File: src/rtl/seven_seg_scan_ctrl.sv
// Time-multiplexed scan controller for common-anode 7-segment digits sharing one registered
// hex decoder. Display values are double-buffered and only committed at frame boundaries.
module seven_seg_scan_ctrl #(
  parameter int unsigned NUM_DIGITS   = 4,
  parameter int unsigned REFRESH_DIV  = 50000,
  parameter int unsigned BLANK_CYCLES = 16
) (
  input  logic                    clk,
  input  logic                    reset_n,
  input  logic                    load,
  input  logic [4*NUM_DIGITS-1:0] value,
  input  logic [NUM_DIGITS-1:0]   digit_en,
  input  logic                    lzs_en,
  output logic [3:0]              num_out,
  output logic [NUM_DIGITS-1:0]   digit_sel_n,
  output logic                    frame_start
);

  localparam int unsigned IdxW = $clog2(NUM_DIGITS);
  localparam int unsigned CntW = $clog2(BLANK_CYCLES);
  localparam int unsigned PreW = (REFRESH_DIV > 1) ? $clog2(REFRESH_DIV) : 1;

  localparam logic [IdxW-1:0] IdxMax = IdxW'(NUM_DIGITS - 1);
  localparam logic [CntW-1:0] CntMax = CntW'(BLANK_CYCLES - 1);
  localparam logic [PreW-1:0] PreMax = PreW'(REFRESH_DIV - 1);

  typedef enum logic [0:0] {StBlank, StShow} state_e;
  typedef logic [NUM_DIGITS-1:0][3:0] nibbles_t;

  state_e                state_q, state_d;
  logic [IdxW-1:0]       idx_q, idx_d;
  logic [CntW-1:0]       cnt_q, cnt_d;
  logic [PreW-1:0]       pre_q, pre_d;
  logic                  start_q;

  nibbles_t              shd_val_q, shd_val_d;
  logic [NUM_DIGITS-1:0] shd_en_q, shd_en_d;
  logic                  shd_lzs_q, shd_lzs_d;
  logic                  pending_q, pending_d;

  nibbles_t              frm_val_q, frm_val_d;
  logic [NUM_DIGITS-1:0] frm_en_q, frm_en_d;
  logic                  frm_lzs_q, frm_lzs_d;

  logic [3:0]            num_q, num_d;
  logic [NUM_DIGITS-1:0] sel_n_q, sel_n_d;
  logic                  fs_q, fs_d;

  logic                  entry;
  logic [NUM_DIGITS-1:0] supp;
  logic [NUM_DIGITS-1:0] dark;

  // A digit is suppressed while it and every digit above it hold zero; digit 0 never is.
  always_comb begin
    logic zero_above;
    zero_above = 1'b1;
    supp       = '0;
    for (int i = NUM_DIGITS - 1; i >= 1; i--) begin
      zero_above = zero_above & (frm_val_q[i] == 4'h0);
      supp[i]    = frm_lzs_q & zero_above;
    end
  end

  assign dark = ~frm_en_q | supp;

  always_comb begin
    state_d   = state_q;
    idx_d     = idx_q;
    cnt_d     = cnt_q;
    pre_d     = pre_q;
    shd_val_d = shd_val_q;
    shd_en_d  = shd_en_q;
    shd_lzs_d = shd_lzs_q;
    pending_d = pending_q;
    frm_val_d = frm_val_q;
    frm_en_d  = frm_en_q;
    frm_lzs_d = frm_lzs_q;
    num_d     = num_q;
    sel_n_d   = sel_n_q;
    fs_d      = 1'b0;
    entry     = 1'b0;

    unique case (state_q)
      StBlank: begin
        if (start_q) begin
          // First edge out of reset acts as the idx-0 BLANK entry.
          entry = 1'b1;
        end else if (cnt_q == CntMax) begin
          state_d = StShow;
          cnt_d   = '0;
          sel_n_d = '1;
          if (!dark[idx_q]) begin
            sel_n_d[idx_q] = 1'b0;
          end
        end else begin
          cnt_d = cnt_q + 1'b1;
        end
      end
      StShow: begin
        if (pre_q == PreMax) begin
          state_d = StBlank;
          pre_d   = '0;
          idx_d   = (idx_q == IdxMax) ? '0 : idx_q + 1'b1;
          entry   = 1'b1;
        end else begin
          pre_d = pre_q + 1'b1;
        end
      end
    endcase

    if (entry) begin
      sel_n_d = '1;
      if (idx_d == '0) begin
        fs_d = 1'b1;
        if (pending_q) begin
          frm_val_d = shd_val_q;
          frm_en_d  = shd_en_q;
          frm_lzs_d = shd_lzs_q;
          pending_d = 1'b0;
        end
      end
      num_d = frm_val_d[idx_d];
    end

    // A load on the commit edge lands after the commit and stays pending.
    if (load) begin
      shd_val_d = value;
      shd_en_d  = digit_en;
      shd_lzs_d = lzs_en;
      pending_d = 1'b1;
    end
  end

  always_ff @(posedge clk or negedge reset_n) begin
    if (!reset_n) begin
      state_q   <= StBlank;
      idx_q     <= '0;
      cnt_q     <= '0;
      pre_q     <= '0;
      start_q   <= 1'b1;
      shd_val_q <= '0;
      shd_en_q  <= '0;
      shd_lzs_q <= 1'b0;
      pending_q <= 1'b0;
      frm_val_q <= '0;
      frm_en_q  <= '0;
      frm_lzs_q <= 1'b0;
      num_q     <= 4'h0;
      sel_n_q   <= '1;
      fs_q      <= 1'b0;
    end else begin
      state_q   <= state_d;
      idx_q     <= idx_d;
      cnt_q     <= cnt_d;
      pre_q     <= pre_d;
      start_q   <= 1'b0;
      shd_val_q <= shd_val_d;
      shd_en_q  <= shd_en_d;
      shd_lzs_q <= shd_lzs_d;
      pending_q <= pending_d;
      frm_val_q <= frm_val_d;
      frm_en_q  <= frm_en_d;
      frm_lzs_q <= frm_lzs_d;
      num_q     <= num_d;
      sel_n_q   <= sel_n_d;
      fs_q      <= fs_d;
    end
  end

  assign num_out     = num_q;
  assign digit_sel_n = sel_n_q;
  assign frame_start = fs_q;

  a_one_anode: assert property (@(posedge clk) disable iff (!reset_n) $onehot0(~digit_sel_n));

endmodule

File: config.mk
export PLATFORM = sky130hd
export DESIGN_NAME = seven_seg_scan_ctrl
export DESIGN_NICKNAME = d
export VERILOG_FILES = /design/src/rtl/seven_seg_scan_ctrl.sv
export SDC_FILE = /design/constraint.sdc
export NUM_CORES = 1
export LEC_CHECK = 0
export CAP_MARGIN = 20
export CORE_MARGIN = 2
export CORE_UTILIZATION = 35
export DETAILED_ROUTE_END_ITERATION = 8
export GPL_TIMING_DRIVEN = 0
export SYNTH_ARGS = -nofsm -noshare
export SYNTH_HDL_FRONTEND = slang
export SYNTH_SLANG_ARGS = --single-unit
File: constraint.sdc
create_clock -name clk -period 2.9 [get_ports clk]
set_clock_uncertainty 0.2 [all_clocks]
set_input_delay 0.58 -clock clk [delete_from_list [all_inputs] [get_ports clk]]
set_output_delay 0.58 -clock clk [all_outputs]
set_load 0.02 [all_outputs]
After elaboration in Yosys (flattened, before gate mapping). Cells that the tools add are included.

Multipliers: 0. Eq/ne operators: 5. Div/mod/pow operators: 0. $add $sub $neg: 3. Shift-type cells: 0. Magnitude comparators: 3. Muxes and demuxes: 31. Bitwise operators: 10. Reductions and logical operators: 12.

Operators by type and width (count): $mux 16 (4); $mux 4 (7); $add 16x1->16 const B (1); $eq 16x16->1 const B (1); $logic_not 4->1 (3); $mux 1 (12); $bmux 4 s2 (1); $not 4->4 (2); $lt 2x3->1 const B (2); $mux 2 (3); $reduce_and 3->1 (2); $reduce_bool 2->1 (3); $and 1x1->1 (5); $add 4x1->4 const B (1); $eq 4x4->1 const B (1); $ne 2x1->1 const B (2); $or 4x4->4 (1); $pmux 1 s2 (2); $reduce_and 2->1 (2); $add 2x1->2 const B (1); $bmux 1 s2 (1); $demux 1 s2 (1); $eq 2x2->1 const B (1); $ge 2x1->1 const B (1); 3 further kinds (4).

Word-level logic and storage cells: 85. RAM bits: 0. ROM bits: 0. Latch bits: 0. Flip-flop bits (word level): 76. Memories: 0. Input bits: 24.

Logic depth before layout (Yosys ltp).
Depth in word-level cells: 12. Gate-level depth with buffers: 8.

Least setup slack after synthesis. OpenSTA, ideal clock, no wires.

Path type: register to register. From: reg pre_q[13]. To: reg num_q[0] (netlist: num_out[0]). Period minus slack after synthesis: 3107 ps. Arrival: 2783 ps. Slack: -207 ps. Stages on the path, launching flop included: 7. Library setup time: 125 ps. Cells stage by stage: dfrtp_1 > or4_4 > nor4_4 > mux2i_1 > mux2_2 > a221o_1 > mux2_2.

Cells in the longest elaborated chain, start to end: 8.

Ends and longest elaborated chain: from (decl) (line 33) `logic [PreW-1:0] pre_q, pre_d;`; from (signal assigned) (line 155) `pre_q <= pre_d;`; $eq 16x16->1 (*) (line 100) `if (pre_q == PreMax) begin`; $mux 2 (line 100); $mux 2 (line 83) `unique case (state_q)`; $logic_not 2->1 (line 113) `if (idx_d == '0) begin`; $mux 16 (line 113); $mux 16 (line 111) `if (entry) begin`; $bmux 4 s2 (line 122) `num_d = frm_val_d[idx_d];`; $mux 4 (not written as such) (line 122); to (signal assigned) (line 164) `num_q <= num_d;`; to (decl) (line 45) `logic [3:0] num_q, num_d;`.

Every way passes the cells marked *; elsewhere a longest branch is shown, timed or not. The select of a mux whose other input is x is not followed. A chain may end at the register's enable or synchronous reset.

Worst setup path after layout. Ends and elaborated chain as after synthesis.

==> summary.md <==
| Metric | Value |
|---|---|
| Run status | `completed` |
| Core ar. | `just over 9000 sq um` |
| Port buffer count | `32` |
| Synthesized Nets | `289` |
| DR DRC count | `0` |
| DP Wirelength | `~4.4 mm` |
| Num rows | `35` |
| Critical Path Max Stage Delay | `580 ps` |
| Via count | `2131` |
| Die ar. | `between 10000 and 15000 sq um` |
| WP buf/inv | `1` |
| Die Height | `102 um` |
| Fillers | `about 900` |
| WL per Instance | `14.2 um` |
| Critical Path Source | `pre_q[13]` |
| Via density per instance | `4.79` |
| Reg2reg start | `pre_q[13]` |
| Cells after synthesis | `259` |
| Synth cell types | `43` |
| Mapped Area | `3370 sq um` |
| I/O pin count | `33` |
| Layout cell share with drive strength beyond 1 | `30.7%` |
| H-tree depth | `3` |
| Die Wd | `just over 100 um` |
| CTS buffer count | `9` |
| Clk slew on worst S/H paths | `approximately 80 ps` |
| Largest family of logic cells by synthesized area | `multiplexers` |
| Synth-to-layout area growth | `25.0%` |
| Pwr dens | `between 700 and 800 nW/um^2` |
| Worst Reg-to-Reg Cells | `7` |
| Most used DFF post-synth | `dfrtp_1` |
| Root buf cell | `clkbuf_8` |
| Commonest non-fill, non-tap cell in the layout | `dfrtp_1` |
| Crit-path cells | `or4_4 -> nor4_4 -> buf_6 -> mux2i_4 -> mux2_4 -> a221o_1 -> mux2_2` |
| Period utilization | `95.3%` |
| First-pass GRT wire length | `~11 mm` |
| Synth warn | `0` |
| CP endpoint | `num_out[0]` |
| Gp weighted congestion | `0.730` |
| Total grt overflow | `0` |
| Crit Path Max Fanout | `4` |
| RSZ-0062 raised after global routing | `no` |
| Router iterations before antenna repair | `4` |
| CTS max path bufs | `2` |
| Worst endpoint required time | `2930 ps` |
| Routed Antenna Nets | `0` |
| Simple logic cell fraction of the synthesized area | `about a tenth` |
| Slew Viols, Final | `0` |
| Initial Util | `a little over a third` |
| Hold Crit Class | `flip-flop to flip-flop` |
| EDFF count, synth | `0` |
| Slew HR | `between 50 and 60%` |
| Setup_tns | `0 ps` |
| Minimum clock period | `2760 ps` |
| Post-synth ARST share | `between 90% and 100%` |
| Critical path depth in cells | `7` |
| Tightest Pin Transition | `around 640 ps` |
| Critical path startpoint category | `flip-flop` |
| 1st-iter DRT viols | `51` |
| GRT Util Overall | `a little over an eighth` |
| Initial antenna violation count | `0` |
| FF+latch count, synth | `76` |
| Most frequent cells in the layout | `dfrtp_1 (70), mux2_2 (47), clkdlybuf4s50_1 (31)` |
| Post-synthesis xor/xnor area fraction | `3.90%` |
| CTS tree | `done` |
| Worst Path Arrival | `2790 ps` |
| Largest net degree at the start of global routing | `50` |
| R2R Setup Slk | `about 140 ps` |
| Crit end category | `flip-flop` |
| Vias in the first global route | `roughly 2100` |
| Synth Area in Compound Gates | `approximately 4.6%` |
| Final hold viol count | `0` |
| Fin nets | `approximately 340` |
| RR Endpoint | `num_out[0]` |
| # setup viols final | `0` |
| CTS Sinks | `76` |
| Ant diodes | `0` |
| Mux contribution to synthesized area | `roughly a fifth` |
| Synthesized-area fraction occupied by adder cells | `2.23%` |
| Kind of critical path | `flip-flop to flip-flop` |
| Worst-Skew Late Latency | `between 300 and 400 ps` |
| Per-instance average area after synthesis | `13.0 sq um` |
| FMAX | `362 MHz` |
| Power Total | `3.16 mW` |
| Hold path depth | `1` |
| Leak | `1.81 nW` |
| VDD IR max | `between 0.0003 and 0.0004 V` |
| Register area share after synthesis | `56.6%` |
| Max_cap viols | `0` |
| CP max-delay cell | `or4_4` |
| Final WL | `6.33 mm` |
| CP top delay family | `multiplexers` |
cells in the mapped netlist, types with 2 or more instances:
| cell type | instances | area share (%) |
|---|---|---|
| nor4_1 | 3 | 0.56 |
| mux2i_1 | 10 | 3.0 |
| nand2_1 | 16 | 1.8 |
| nor3_1 | 2 | 0.30 |
| a21oi_1 | 4 | 0.59 |
| buf_1 | 2 | 0.22 |
| nand3_1 | 6 | 0.89 |
| mux2_2 | 49 | 16 |
| a221oi_1 | 2 | 0.52 |
| nand4_1 | 6 | 1.1 |
| a31oi_1 | 2 | 0.37 |
| dfrtp_1 | 71 | 53 |
| dfstp_2 | 5 | 3.9 |
| buf_2 | 2 | 0.30 |
| inv_1 | 7 | 0.78 |
| and3_1 | 3 | 0.56 |
| and2b_1 | 2 | 0.45 |
| ha_1 | 6 | 2.2 |
| xnor2_1 | 8 | 2.1 |
| xor2_1 | 7 | 1.8 |
| o21ai_0 | 4 | 0.59 |
| mux2_1 | 2 | 0.67 |
| a2bb2oi_1 | 4 | 1.0 |
| nor2_1 | 17 | 1.9 |
stage by stage:
stage	util (%)	setup slack [ps]	hold slack, ps	cells	cell area [sq um]
after global placement	41.6	-1610	269	420	3870
after floorplan	-	-82.2	84.4	259	3380
after global routing	45.4	33.6	316	445	4220
after CTS	45.1	-15.1	297	445	4190
after detailed placement	41.9	-285	279	421	3890
final	45.4	138	290	445	4220
state kept, by name, summed over array words and instances, names as in the netlist:
| register | cells |
|---|---|
| idx_q | 2 |
| num_out | 4 |
| shd_val_q | 16 |
| cnt_q | 4 |
| pending_q | 1 |
| state_q | 1 |
| frame_start | 1 |
| pre_q | 16 |
| frm_val_q | 16 |
| start_q | 1 |
| frm_en_q | 4 |
| digit_sel_n | 4 |
| shd_lzs_q | 1 |
| shd_en_q | 4 |
| frm_lzs_q | 1 |
power by group:
part | internal, mW | switching (mW)
sequential | 1.34 | 0.211
combinational | 0.476 | 0.344
clock | 0.394 | 0.388
total | 2.21 | 0.943
final cells by class:
class | count | area, sq um | share of cell area, %
well taps | 129 | 161 | 3.83
flip-flops and latches | 76 | 1910 | 45.3
plain buffers | 7 | 57.6 | 1.37
inverters | 7 | 26.3 | 0.623
repair buffers | 41 | 415 | 9.85
clock buffers | 9 | 124 | 2.94
multi-input cells | 169 | 1450 | 34.5
clock inverters | 7 | 67.6 | 1.60
worst reg2reg max path, delay by kind of cell, from the launching register on:
kind                   cells  cell delay (ps)
AOI/OAI and AO/OA          1              340
buffers and inverters      1              160
DFF                        1              390
muxes                      3              840
and+or+nand+nor            2              740
worst min-delay path by stage:
stage                      start      endpoint  slack (ps)
floorplan                reset_n      cnt_q[0]          80
global placement    shd_val_q[6]  frm_val_q[6]         270
detailed placement  shd_val_q[6]  frm_val_q[6]         280
CTS                 shd_val_q[6]  frm_val_q[6]         300
global route        frm_val_q[3]  frm_val_q[3]         320
finish              shd_val_q[6]  frm_val_q[6]         290
per-layer routing:
| metal | track usage (%) | up-vias | part of all wire [%] |
|---|---|---|---|
| li1 | - | 1034 | - |
| met2 | 21.1 | 35 | 49 |
| met4 | 4.31 | 0 | 1.2 |
| met1 | 18.6 | 1053 | 47 |
| met5 | 0 | - | 0 |
| met3 | 3.90 | 9 | 3.4 |
cells by family (layout without fill, tap and decap cells):
group / count (synthesis) / after routing
other cells: 1 / 1
buf+inv: 14 / 71
fa+ha+maj: 6 / 6
flops: 76 / 76
compound gates: 22 / 22
mux: 61 / 61
xor+xnor: 15 / 15
simple gates: 64 / 64
what timing repair did:
action,4_1_cts,5_1_grt
hold buffers,1,0
gates resized for setup,15,5
cloned,1,0
setup endpoints to repair,23,23
pin swaps,2,1
endpoints found under the hold margin,27,0
setup buffers,6,0
(Power assumes the default switching activity.)
